[src/rtl/udp_payload_packer.sv]
// Pulls PAYLOAD_BYTES/2 samples from the payload generator through a small
// FIFO and serialises them big-endian onto an 8-bit valid/ready stream.
module udp_payload_packer #(
    parameter int PAYLOAD_BYTES = 64,
    parameter int FIFO_DEPTH    = 4
) (
    input  logic        clk,
    input  logic        rst_n,
    input  logic        start,
    output logic        busy,
    output logic        done,
    output logic        rng_enable,
    input  logic [15:0] rng_sample,
    input  logic        rng_valid,
    output logic [7:0]  m_tdata,
    output logic        m_tvalid,
    input  logic        m_tready,
    output logic        m_tlast
);

    localparam int SAMPLES = PAYLOAD_BYTES / 2;
    localparam int REQ_W   = $clog2(SAMPLES + 1);
    localparam int BYTE_W  = $clog2(PAYLOAD_BYTES);
    localparam int PTR_W   = $clog2(FIFO_DEPTH);
    localparam int CNT_W   = $clog2(FIFO_DEPTH + 1);

    localparam logic [REQ_W-1:0]  REQ_MAX   = REQ_W'(SAMPLES);
    localparam logic [BYTE_W-1:0] BYTE_LAST = BYTE_W'(PAYLOAD_BYTES - 1);
    localparam logic [CNT_W:0]    OCC_MAX   = (CNT_W + 1)'(FIFO_DEPTH);

    typedef enum logic [1:0] {
        S_IDLE,
        S_RUN,
        S_DONE
    } state_t;

    state_t r_state;
    state_t w_state_nxt;

    logic [REQ_W-1:0]  r_req_cnt;
    logic [BYTE_W-1:0] r_byte_cnt;
    logic [CNT_W-1:0]  r_fifo_cnt;
    logic [PTR_W-1:0]  r_wr_ptr;
    logic [PTR_W-1:0]  r_rd_ptr;
    logic [15:0]       r_mem [FIFO_DEPTH];
    logic              r_inflight;
    logic              r_phase;
    logic              r_tvalid;

    logic              w_start_ok;
    logic              w_run;
    logic              w_en;
    logic              w_hs;
    logic              w_wr;
    logic              w_pop;
    logic              w_last;
    logic [CNT_W:0]    w_occ;
    logic [CNT_W-1:0]  w_fifo_nxt;
    logic [15:0]       w_head;

    assign w_start_ok = (r_state == S_IDLE) & start;
    assign w_hs       = r_tvalid & m_tready;
    assign w_wr       = rng_valid & r_inflight;
    assign w_pop      = w_hs & r_phase;
    assign w_last     = r_tvalid & (r_byte_cnt == BYTE_LAST);
    assign w_head     = r_mem[r_rd_ptr];

    // Outstanding request counts against FIFO space so no sample is dropped
    assign w_occ = {1'b0, r_fifo_cnt} + (CNT_W + 1)'(r_inflight);
    assign w_en  = w_run & (r_req_cnt < REQ_MAX) & (w_occ < OCC_MAX);

    always_comb begin
        w_fifo_nxt = r_fifo_cnt;
        unique case ({w_wr, w_pop})
            2'b10:   w_fifo_nxt = r_fifo_cnt + 1'b1;
            2'b01:   w_fifo_nxt = r_fifo_cnt - 1'b1;
            default: w_fifo_nxt = r_fifo_cnt;
        endcase
    end

    always_ff @(posedge clk or negedge rst_n) begin
        if (!rst_n) begin
            r_state <= S_IDLE;
        end else begin
            r_state <= w_state_nxt;
        end
    end

    always_comb begin
        w_state_nxt = r_state;
        unique case (r_state)
            S_IDLE:  if (start) w_state_nxt = S_RUN;
            S_RUN:   if (w_hs && w_last) w_state_nxt = S_DONE;
            S_DONE:  w_state_nxt = S_IDLE;
            default: w_state_nxt = S_IDLE;
        endcase
    end

    always_comb begin
        busy       = (r_state != S_IDLE);
        done       = (r_state == S_DONE);
        w_run      = (r_state == S_RUN);
        rng_enable = w_en;
    end

    always_ff @(posedge clk or negedge rst_n) begin
        if (!rst_n) begin
            r_req_cnt  <= '0;
            r_byte_cnt <= '0;
            r_fifo_cnt <= '0;
            r_wr_ptr   <= '0;
            r_rd_ptr   <= '0;
            r_inflight <= 1'b0;
            r_phase    <= 1'b0;
            r_tvalid   <= 1'b0;
        end else if (w_start_ok) begin
            r_req_cnt  <= '0;
            r_byte_cnt <= '0;
            r_fifo_cnt <= '0;
            r_wr_ptr   <= '0;
            r_rd_ptr   <= '0;
            r_inflight <= 1'b0;
            r_phase    <= 1'b0;
            r_tvalid   <= 1'b0;
        end else begin
            r_inflight <= w_en;
            if (w_en) begin
                r_req_cnt <= r_req_cnt + 1'b1;
            end
            if (w_wr) begin
                r_wr_ptr <= r_wr_ptr + 1'b1;
            end
            if (w_hs) begin
                r_byte_cnt <= r_byte_cnt + 1'b1;
                r_phase    <= ~r_phase;
            end
            if (w_pop) begin
                r_rd_ptr <= r_rd_ptr + 1'b1;
            end
            r_fifo_cnt <= w_fifo_nxt;
            // Registered valid tracks the occupancy the FIFO will have next
            r_tvalid   <= (w_fifo_nxt != '0);
        end
    end

    always_ff @(posedge clk or negedge rst_n) begin
        if (!rst_n) begin
            for (int i = 0; i < FIFO_DEPTH; i++) begin
                r_mem[i] <= '0;
            end
        end else if (w_wr && !w_start_ok) begin
            r_mem[r_wr_ptr] <= rng_sample;
        end
    end

    assign m_tvalid = r_tvalid;
    assign m_tlast  = w_last;
    assign m_tdata  = !r_tvalid ? 8'h00 :
                      r_phase   ? w_head[7:0] : w_head[15:8];

endmodule

[config.mk]
export PLATFORM = sky130hd
export DESIGN_NAME = udp_payload_packer
export DESIGN_NICKNAME = d
export VERILOG_FILES = /design/src/rtl/udp_payload_packer.sv
export SDC_FILE = /design/constraint.sdc
export NUM_CORES = 1
export LEC_CHECK = 0
export CAP_MARGIN = 20
export CORE_ASPECT_RATIO = 0.7
export CORE_UTILIZATION = 50
export CTS_CLUSTER_DIAMETER = 30
export DETAILED_ROUTE_END_ITERATION = 16
export GPL_TIMING_DRIVEN = 0
export PLACE_DENSITY = 0.66
export SLEW_MARGIN = 20
export SYNTH_ARGS = -nofsm -noshare
export SYNTH_HDL_FRONTEND = slang
export SYNTH_SLANG_ARGS = --single-unit
[constraint.sdc]
create_clock -name clk -period 2.9 [get_ports clk]
set_input_delay 0.87 -clock clk [delete_from_list [all_inputs] [get_ports clk]]
set_output_delay 0.87 -clock clk [all_outputs]
set_load 0.01 [all_outputs]
==> metrics.txt <==
vias in the first global route=2664; main combinational cell family by area after synthesis=multiplexers; WL final=8110 um; mux contribution to synthesized area=27.6%; outcome=finished with violations; Syn Nets=328; H-Tree Depth=3; fin crit share=97.3%; # fillers=638; Vias=2488; CTS clk-pin slew, worst paths=0.07 ns; root buf cell=clkbuf_16; setup total negative slack=0 ns; Ys Warns=0; site row count=27; number of I/O port buffers=33; Max Fanout on Critical Path=5; Synth Area in XOR/XNOR=2.30%; GRT Total Usage=21.4%; CTS tree=yes; post-synthesis cell count=299; Max Buffers Root-to-Sink=2; Tmin final=2.82 ns; Worst setup EP type=primary output; pre-CTS setup slack=-0.132 ns; WS Path Type=reg -> out; initial antenna violation count=0; Final #Nets=375; DR DRC count=6; CP startpoint kind=flip-flop; DP HPWL=5540 um; Synth Area in Compound Gates=4.38%; pwr/cell area=1120 mW/mm2; most frequent cells in the layout=88 x dfrtp_1, 30 x mux2_1, 24 x mux2_2, 24 x clkdlybuf4s50_1, 22 x mux2i_1; initial DRC count=88; total of max-cap violations=0; Initial Util=52.4%; clock sinks=88; WP data arrival=1.95 ns; layout cell share with drive strength beyond 1=25.1%; Overflow after GRT=0; first-pass GRT wire length=14100 um; final std cells w/o fill=452; reg2reg start=r_phase; #FFs+latches synth=88; number of antenna diodes=0; setup violators final=0; Final WS setup=0.0784 ns; Least-Margin Pin Slew=0.584 ns; drt pass-1 iters=10; Leakage=2.34 nW; top cell type's share of synthesized area=52.5%; FF-to-FF path depth=8; Die Height=78.6 um; synth unique cells=36; top post-synthesis cells by area=dfrtp_1 52%, mux2_1 8.1%, mux2_2 6.4%; hold_buf cts=0; Synth Area in Adders=2.56%; Die Area=0.00877 mm2; P&R area growth vs syn=20.0%; synthesized area per cell=14.0 um2; Routed Antenna Nets=0; area leader, netlist=dfrtp_1; Num CTS Buffers=9; total core area=0.00801 mm2; r2r endpoint=m_tvalid; Fin. Hold Viols=0; Die X=111 um; # IOs=34; Worst EP required=2.03 ns; Synth Area in Simple Gates=8.26%; register area share after synthesis=52.5%; max-slew violation count=0; Hold Path Class=in -> async; commonest non-fill, non-tap cell in the layout=dfrtp_1; Worst IR Drop VDD=562 uV; dpl cells=434; Avg Vias per Cell=5.50; failing checks=design-rule violations; Slew HR=61.1%; largest net degree at the start of global routing=55; Routed WL per cell=17.9 um; worst-skew pair later-pin latency=0.34 ns; Post-Synthesis Cell Area=0.00420 mm2; fmax=354 MHz; overall power=5.63 mW; Setup Skew=0.00629 ns; routability cong.=0.762; Worst R2R Setup Slack=0.47 ns
[cell type report]
type                            count  area (um2)  area share (%)
Sequential cell                    88        2200            43.8
Multi-Input combinational cell    194        1910            38.0
Timing Repair Buffer               38         368            7.31
Clock buffer                        9         225            4.48
Tap cell                          101         126            2.51
Buffer                             12         108            2.14
Clock inverter                      7        78.8            1.57
Inverter                            3        11.3           0.224
[worst max-delay path, cell delays in order (launching register included)]
cell and delay (ns):
dfrtp_1 0.41, buf_8 0.15, mux4_2 0.54, o211a_1 0.23, dlygate4sd2_1 0.28
[cells by family (layout without fill, tap and decap cells)]
group | after synthesis | count (layout)
fa+ha+maj | 8 | 8
xor+xnor | 11 | 11
buf+inv | 17 | 69
flops | 88 | 88
simple gates | 57 | 57
compound gates | 24 | 24
mux | 94 | 94
[metrics by stage]
step / cell area [um2] / util, % / hold slack [ns]
finish: 5030 / 62.9 / 0.481
floorplan: 4200 / - / 0.445
CTS: 5060 / 63.2 / 0.488
global route: 5030 / 62.9 / 0.502
detailed placement: 4680 / 58.4 / 0.475
global placement: 4650 / 58.1 / 0.469
[metal layers]
layer,share of wire [%],up-vias,GRT usage [%]
met4,0.69,0,4.19
met2,44,49,32.4
met3,4.4,7,6.87
li1,-,1170,-
met1,51,1262,30.2
met5,0,-,0
[report_power, final]
| group | switching, mW | total, mW | leakage [nW] | internal, mW |
|---|---|---|---|---|
| logic | 1.01 | 2.28 | 1.12 | 1.26 |
| registers | 0.374 | 2.18 | 1.08 | 1.81 |
| clock network | 0.494 | 1.17 | 0.139 | 0.675 |
| total | 1.88 | 5.63 | 2.34 | 3.75 |
[Yosys cell counts, drive strengths merged]
master	count
dfrtp	88
clkbuf	3
o211a	8
mux4	8
inv	3
fa	1
and2	3
nor3b	2
nor2	15
nor4	2
mux2i	22
buf	11
nand2b	1
and3	4
xor2	5
ha	7
nor3	1
nand4	3
xnor2	6
a22oi	8
nor2b	3
a21oi	3
nand3	1
o21ai	4
nor4b	2
mux2	64
a41oi	1
or3	2
nand2	18
[flip-flops by register name (all words and copies together) (netlist names)]
name / flops
r_phase: 1
r_req_cnt: 6
r_rd_ptr: 2
r_state: 2
r_wr_ptr: 2
m_tvalid: 1
r_fifo_cnt: 3
r_mem: 64
r_byte_cnt: 6
r_inflight: 1
[worst max-delay path by stage]
| stage | startpoint | to | slack (ns) | cells past startpoint |
|---|---|---|---|---|
| 6_report | r_rd_ptr[0] | m_tdata[2] | 0.08 | 4 |
| 5_1_grt | r_rd_ptr[0] | m_tdata[2] | -0.01 | 4 |
| 4_1_cts | m_tvalid | m_tlast | 0.003 | 4 |
| 3_5_place_dp | rng_valid | m_tvalid | -0.13 | 8 |
| 3_3_place_gp | rst_n | r_wr_ptr[0] | -2.33 | 1 |
| 2_1_floorplan | rng_valid | m_tvalid | 0.47 | 7 |
[repair_timing]
| action | CTS | global route |
|---|---|---|
| gates resized for setup | 31 | 0 |
| pin swaps | 2 | 0 |
| gates cloned | 1 | 0 |
| hold endpoints to repair | 0 | 0 |
| setup buffers | 3 | 1 |
| endpoints found under the setup margin | 9 | 5 |
No activity file was read; power rests on OpenSTA's default activity.
